===== src/rtl/cpu_pkg.sv =====
// Shared opcode, state and control-word definitions for the accumulator CPU sequencer.
// Control-word bit indices are used by ctrl_rom and ctrl_sequencer.
package cpu_pkg;

   localparam int OPCODE_W = 3;

   localparam logic [OPCODE_W-1:0] OP_NOP = 3'b000;
   localparam logic [OPCODE_W-1:0] OP_ADD = 3'b001;
   localparam logic [OPCODE_W-1:0] OP_LDA = 3'b010;
   localparam logic [OPCODE_W-1:0] OP_STA = 3'b011;
   localparam logic [OPCODE_W-1:0] OP_JMP = 3'b100;
   localparam logic [OPCODE_W-1:0] OP_JZ  = 3'b101;
   localparam logic [OPCODE_W-1:0] OP_JC  = 3'b110;
   localparam logic [OPCODE_W-1:0] OP_HLT = 3'b111;

   typedef enum logic [2:0] {
      ST_IDLE = 3'd0,
      ST_T0   = 3'd1,
      ST_T1   = 3'd2,
      ST_T2   = 3'd3,
      ST_T3   = 3'd4,
      ST_T4   = 3'd5,
      ST_HALT = 3'd6,
      ST_STEP = 3'd7
   } state_t;

   localparam int CW_PC_OE    = 0;
   localparam int CW_PC_INC   = 1;
   localparam int CW_PC_LD    = 2;
   localparam int CW_MAR_LD   = 3;
   localparam int CW_IR_LD    = 4;
   localparam int CW_IR_OE    = 5;
   localparam int CW_MEM_OE   = 6;
   localparam int CW_MEM_WE   = 7;
   localparam int CW_ACC_LD   = 8;
   localparam int CW_ACC_OE   = 9;
   localparam int CW_B_LD     = 10;
   localparam int CW_ALU_OE   = 11;
   localparam int CW_FLAGS_LD = 12;
   localparam int CW_JMP      = 13;
   localparam int CW_DONE     = 14;
   localparam int CW_HALTED   = 15;
   localparam int CW_W        = 16;

   typedef logic [CW_W-1:0] cw_t;

   function automatic logic is_jump(input logic [OPCODE_W-1:0] op);
      return (op == OP_JMP) || (op == OP_JZ) || (op == OP_JC);
   endfunction

   function automatic logic has_mem_phase(input logic [OPCODE_W-1:0] op);
      return (op == OP_LDA) || (op == OP_ADD) || (op == OP_STA);
   endfunction

endpackage


===== src/rtl/ctrl_rom.sv =====
// Combinational control store: (state, opcode) -> control word.
// The pc_ld bit is a request only; the sequencer gates it with the branch unit output.
module ctrl_rom
   import cpu_pkg::*;
(
   input  state_t              state,
   input  logic [OPCODE_W-1:0] op,
   output cw_t                 cw
);

   always_comb begin
      cw = '0;
      case (state)
         ST_T0: begin
            cw[CW_PC_OE]  = 1'b1;
            cw[CW_MAR_LD] = 1'b1;
         end
         ST_T1: begin
            cw[CW_MEM_OE] = 1'b1;
            cw[CW_IR_LD]  = 1'b1;
            cw[CW_PC_INC] = 1'b1;
         end
         ST_T2: begin
            if (is_jump(op)) begin
               cw[CW_JMP]   = 1'b1;
               cw[CW_IR_OE] = 1'b1;
               cw[CW_PC_LD] = 1'b1;
               cw[CW_DONE]  = 1'b1;
            end else if (has_mem_phase(op)) begin
               cw[CW_IR_OE]  = 1'b1;
               cw[CW_MAR_LD] = 1'b1;
            end else begin
               cw[CW_DONE] = 1'b1;
            end
         end
         ST_T3: begin
            case (op)
               OP_LDA: begin
                  cw[CW_MEM_OE] = 1'b1;
                  cw[CW_ACC_LD] = 1'b1;
                  cw[CW_DONE]   = 1'b1;
               end
               OP_STA: begin
                  cw[CW_ACC_OE] = 1'b1;
                  cw[CW_MEM_WE] = 1'b1;
                  cw[CW_DONE]   = 1'b1;
               end
               OP_ADD: begin
                  cw[CW_MEM_OE] = 1'b1;
                  cw[CW_B_LD]   = 1'b1;
               end
               default: cw = '0;
            endcase
         end
         ST_T4: begin
            cw[CW_ALU_OE]   = 1'b1;
            cw[CW_ACC_LD]   = 1'b1;
            cw[CW_FLAGS_LD] = 1'b1;
            cw[CW_DONE]     = 1'b1;
         end
         ST_HALT: cw[CW_HALTED] = 1'b1;
         default: cw = '0;
      endcase
   end

endmodule


===== src/rtl/ctrl_sequencer.sv =====
// Microsequencer for the 8-bit accumulator CPU: steps T-states and drives datapath control.
// Define SINGLE_STEP_EN to add step_i and a STEP state that waits for a step_i rising edge.
//
// state | meaning
// IDLE  | parked, waiting for run_i
// T0    | PC -> MAR
// T1    | memory -> IR, PC increment
// T2    | decode; jumps/NOP/HLT finish here
// T3    | LDA/STA finish, ADD fetches operand into B
// T4    | ADD writes ALU result and flags
// HALT  | sticky until reset
// STEP  | single-step wait (SINGLE_STEP_EN only)
module ctrl_sequencer
   import cpu_pkg::*;
#(
   parameter int OP_W = OPCODE_W
)(
   input  logic            clk_i,
   input  logic            rst_n_i,
   input  logic            run_i,
   input  logic [OP_W-1:0] op_i,
   input  logic            branch_i,
`ifdef SINGLE_STEP_EN
   input  logic            step_i,
`endif
   output logic            pc_oe_o,
   output logic            pc_inc_o,
   output logic            pc_ld_o,
   output logic            mar_ld_o,
   output logic            ir_ld_o,
   output logic            ir_oe_o,
   output logic            mem_oe_o,
   output logic            mem_we_o,
   output logic            acc_ld_o,
   output logic            acc_oe_o,
   output logic            b_ld_o,
   output logic            alu_oe_o,
   output logic            flags_ld_o,
   output logic            ctrl_jmp_o,
   output logic            instr_done_o,
   output logic            halted_o
);

   state_t state;
   state_t after_done;
   cw_t    cw;

`ifdef SINGLE_STEP_EN
   logic step_q;
   logic step_rise;

   always_ff @(posedge clk_i or negedge rst_n_i) begin
      if (!rst_n_i) step_q <= 1'b0;
      else          step_q <= step_i;
   end

   assign step_rise  = step_i & ~step_q;
   assign after_done = ST_STEP;
`else
   assign after_done = run_i ? ST_T0 : ST_IDLE;
`endif

   // run_i is only consulted at IDLE and at instruction completion, never mid-instruction.
   always_ff @(posedge clk_i or negedge rst_n_i) begin
      if (!rst_n_i) begin
         state <= ST_IDLE;
      end else begin
         case (state)
            ST_IDLE: if (run_i) state <= ST_T0;
            ST_T0:   state <= ST_T1;
            ST_T1:   state <= ST_T2;
            ST_T2: begin
               if (op_i == OP_HLT)          state <= ST_HALT;
               else if (has_mem_phase(op_i)) state <= ST_T3;
               else                          state <= after_done;
            end
            ST_T3:   state <= (op_i == OP_ADD) ? ST_T4 : after_done;
            ST_T4:   state <= after_done;
            ST_HALT: state <= ST_HALT;
`ifdef SINGLE_STEP_EN
            ST_STEP: if (step_rise) state <= run_i ? ST_T0 : ST_IDLE;
`endif
            default: state <= ST_IDLE;
         endcase
      end
   end

   // Outputs decode the state register directly: op_i is only valid from T2, so the
   // control word cannot be precomputed a cycle early, and reset clears it asynchronously.
   ctrl_rom u_rom (
      .state (state),
      .op    (op_i),
      .cw    (cw)
   );

   assign pc_oe_o      = cw[CW_PC_OE];
   assign pc_inc_o     = cw[CW_PC_INC];
   assign pc_ld_o      = cw[CW_PC_LD] & branch_i;
   assign mar_ld_o     = cw[CW_MAR_LD];
   assign ir_ld_o      = cw[CW_IR_LD];
   assign ir_oe_o      = cw[CW_IR_OE];
   assign mem_oe_o     = cw[CW_MEM_OE];
   assign mem_we_o     = cw[CW_MEM_WE];
   assign acc_ld_o     = cw[CW_ACC_LD];
   assign acc_oe_o     = cw[CW_ACC_OE];
   assign b_ld_o       = cw[CW_B_LD];
   assign alu_oe_o     = cw[CW_ALU_OE];
   assign flags_ld_o   = cw[CW_FLAGS_LD];
   assign ctrl_jmp_o   = cw[CW_JMP];
   assign instr_done_o = cw[CW_DONE];
   assign halted_o     = cw[CW_HALTED];

   bus_single_driver: assert property (@(posedge clk_i) disable iff (!rst_n_i)
      $onehot0({pc_oe_o, ir_oe_o, mem_oe_o, acc_oe_o, alu_oe_o}));

endmodule


===== config.mk =====
export PLATFORM = sky130hd
export DESIGN_NAME = ctrl_sequencer
export DESIGN_NICKNAME = d
export VERILOG_FILES = /design/src/rtl/cpu_pkg.sv /design/src/rtl/ctrl_rom.sv /design/src/rtl/ctrl_sequencer.sv
export SDC_FILE = /design/constraint.sdc
export NUM_CORES = 1
export LEC_CHECK = 0
export BUFFER_PORTS_ARGS = -buffer_cell sky130_fd_sc_hd__buf_4
export CORE_AREA = 3 3 40 42
export CTS_BUF_LIST = sky130_fd_sc_hd__clkbuf_16
export DETAILED_ROUTE_END_ITERATION = 6
export DIE_AREA = 0 0 43 45
export GPL_ROUTABILITY_DRIVEN = 0
export PLACE_DENSITY_LB_ADDON = 0.2
export SYNTH_ARGS = -nofsm -noshare
export SYNTH_HDL_FRONTEND = slang
export SYNTH_SLANG_ARGS = --single-unit
export TNS_END_PERCENT = 20

===== constraint.sdc =====
create_clock -name clk_i -period 2.3 [get_ports clk_i]
set_input_delay 0.23 -clock clk_i [delete_from_list [all_inputs] [get_ports clk_i]]
set_output_delay 0.23 -clock clk_i [all_outputs]
set_load 0.02 [all_outputs]

==> results by group <==
Logic synthesis
  • Post-synthesis adder-cell area fraction: 0
  • Main combinational cell family by area after synthesis: simple AND/OR/NAND/NOR gates
  • Syn_area_per_cell: 7.58 um^2
  • Synth Area in XOR/XNOR: 0.0210
  • Synthesized net count: 62
  • Compound-gate portion of the synthesized area: 0.216
  • Synth cell types: 27
  • Mux cell area share after synthesis: 0.0270
  • Synthesized netlist cell count: 55
  • Seq/Total Area, Yosys: 0.180
  • Ys Warns: 0
  • Post-Synth Simple-Gate Area: 0.384
  • Seq cells post-synth: 3
  • Post-Syn Area: 417 um^2

Route
  • Final wirelength: 1070 um
  • Post-route ant nets: 0
  • Via count: 420
  • Pre-antenna DRT Iters: 4
  • Mean number of vias per cell: 4.77
  • DR WL/cell: 12.1 um
  • First DRT Iteration DRCs: 10
  • Residual DRC: 0

Finish
  • Diodes inserted: 0
  • Syn-to-layout area delta: 51.1%
  • Sequential cell area: 75.1 um^2
  • Max reg flops: 3
  • Filler cells: 135
  • Register with the most flip-flops: state
  • Multi-input gate area: 270 um^2
  • Final Cell Area: 629 um^2
  • Final net count: 81
  • Leading registers by flop count: state x3
  • Layout cells sized above 1: 0.397

Clocking
  • Clock tree from TritonCTS: yes
  • Clk Latency, worst-skew pair: 220 ps
  • Clock Sinks: 3
  • Clk slew on worst S/H paths: 30 ps
  • Hold-fix buffers at CTS: 1
  • Post-CTS setup buffers: 0
  • CTS resizes: 0
  • CTS H-tree lvls: 1
  • Clock buffer depth: 2
  • CTS Root Cell: clkbuf_16
  • TritonCTS Buffers: 3

Placed design
  • IO Port Bufs: 22
  • Placed Instance Area: 541 um^2
  • Detailed placer's ending HPWL: 776 um

STA
  • Final period util: 0.778
  • Max_slew headroom: 0.760
  • Setup_tns: 0 ps
  • Final hold vios: 0
  • Hold WS: 339 ps
  • Clock skew: 1.11 ps
  • RSZ-0062 raised after global routing: no
  • Worst Tran Pin Value: 361 ps
  • Setup violations, final: 0
  • Period minus WS final: 1790 ps
  • Final Max Tran Viols: 0
  • Fmax: 559 MHz

Critical path
  • CP Class: flop to output pin
  • CP Data Required Time: 2070 ps
  • Startpoint types: flop
  • Worst path arrival time: 1560 ps
  • Crit-path max FO: 13
  • Critical Path Sink Type: output pin

Worst hold path
  • Worst min-delay path category: input pin to async pin

GRT
  • Largest net degree at the start of global routing: 15
  • Initial antenna violation count: 0
  • Met2 Use GR: 0.189
  • Busiest grt layer: met2
  • GRT Total Usage: 0.120
  • Routing usage on met1: 0.157
  • First-pass GRT wire length: 1780 um
  • Grt total ovfl: 0
  • Vias in the first global route: 405
  • Met3 Resource Use GR: 0.0159

Die
  • Site Rows: 13
  • Core area: 1280 um^2
  • Die area: 1940 um^2
  • Die Ht: 45 um
  • Die X: 43 um
  • Initial Util: 0.324
  • Boundary Pins: 23

Power
  • Leakage: 0.297 nW
  • Pwr Total: 892 uW
  • Maximum vdd ir drop: 0.735 mV
  • Pwr per Cell Area: 1420 nW/um^2

Flow run
  • Max-cap viol count: 0

Outcome
  • Outcome: completed
[cell families (layout without fill, tap and decap cells)]
| group | Yosys count | in the layout |
|---|---|---|
| muxes | 1 | 1 |
| AOI/OAI and AO/OA | 14 | 14 |
| xor gates and xnor gates | 1 | 1 |
| DFF | 3 | 3 |
| buffers and inverters | 12 | 30 |
| and+or+nand+nor | 24 | 24 |
[placed cells by master (no fill, tap or decap), drive strengths merged]
cell / instances
and2: 1
nand3: 2
buf: 22
dfrtp: 3
o31ai: 1
dlygate4sd3: 1
nand2b: 3
nand4bb: 1
nor3: 4
nor3b: 4
o32a: 1
a2111oi: 1
and3: 1
mux2: 1
nor2: 3
xor2: 1
o21ai: 4
a21oi: 6
nand4b: 1
clkbuf: 3
nor2b: 3
nand2: 1
inv: 4
o211ai: 1
[metal layers]
metal,vias to the layer above,share of wire
li1,225,-
met2,7,0.52
met4,0,0
met3,0,0.034
met5,-,0
met1,188,0.44
[per-stage QoR]
step	cells	worst slack [ps]	utilization
after floorplan	55	641	-
after global placement	83	824	0.421
after detailed placement	83	743	0.421
after CTS	88	492	0.490
after global routing	88	405	0.490
final	88	510	0.490
[area by class of cell]
class,instances,share of cell area
clock buffer,3,0.119
timing repair buffer,23,0.278
clock inverter,1,0.00596
inverter,3,0.0179
multi-input combinational,40,0.429
tap,15,0.0298
sequential,3,0.119
[cell usage after synthesis, drive strengths merged]
| library cell | count | area share |
|---|---|---|
| o31ai | 1 | 0.018 |
| clkbuf | 1 | 0.0090 |
| mux2 | 1 | 0.027 |
| nand4b | 1 | 0.021 |
| a2111oi | 1 | 0.036 |
| buf | 8 | 0.14 |
| a21oi | 6 | 0.072 |
| o211ai | 1 | 0.018 |
| nand4bb | 1 | 0.027 |
| o21ai | 4 | 0.048 |
| and2 | 1 | 0.015 |
| nand2b | 3 | 0.063 |
| dfrtp | 3 | 0.18 |
| nand2 | 1 | 0.0090 |
| and3 | 1 | 0.015 |
| nor2 | 3 | 0.027 |
| nand3 | 2 | 0.024 |
| nor3 | 4 | 0.048 |
| nor3b | 4 | 0.072 |
| nor2b | 3 | 0.063 |
| xor2 | 1 | 0.021 |
| inv | 3 | 0.027 |
| o32a | 1 | 0.024 |
[worst paths after layout]
path | from | depth (start not counted) | to | slack, ps
worst max-delay path | state[1] | 3 | acc_oe_o | 510
worst min-delay path | rst_n_i | 2 | state[0] | 340
worst max register to register | state[1] | 3 | state[0] | 1030
worst min register to register | state[2] | 1 | state[0] | 780
max in group asynchronous | rst_n_i | 2 | state[1] | 1870
min in group clk_i | op_i[0] | 3 | state[2] | 430
[power by group]
group	leakage, nW	internal (mW)	switching [mW]
logic	0.218	0.217	0.243
clock network	0.0423	0.224	0.0454
registers	0.0368	0.0800	0.0825
total	0.297	0.521	0.371
[critical path, stage by stage, from the launching register on]
cell       delay, ps
dfrtp_1          490
nand4bb_1        280
nor3b_1          350
buf_4            210
(Power assumes the default switching activity.)
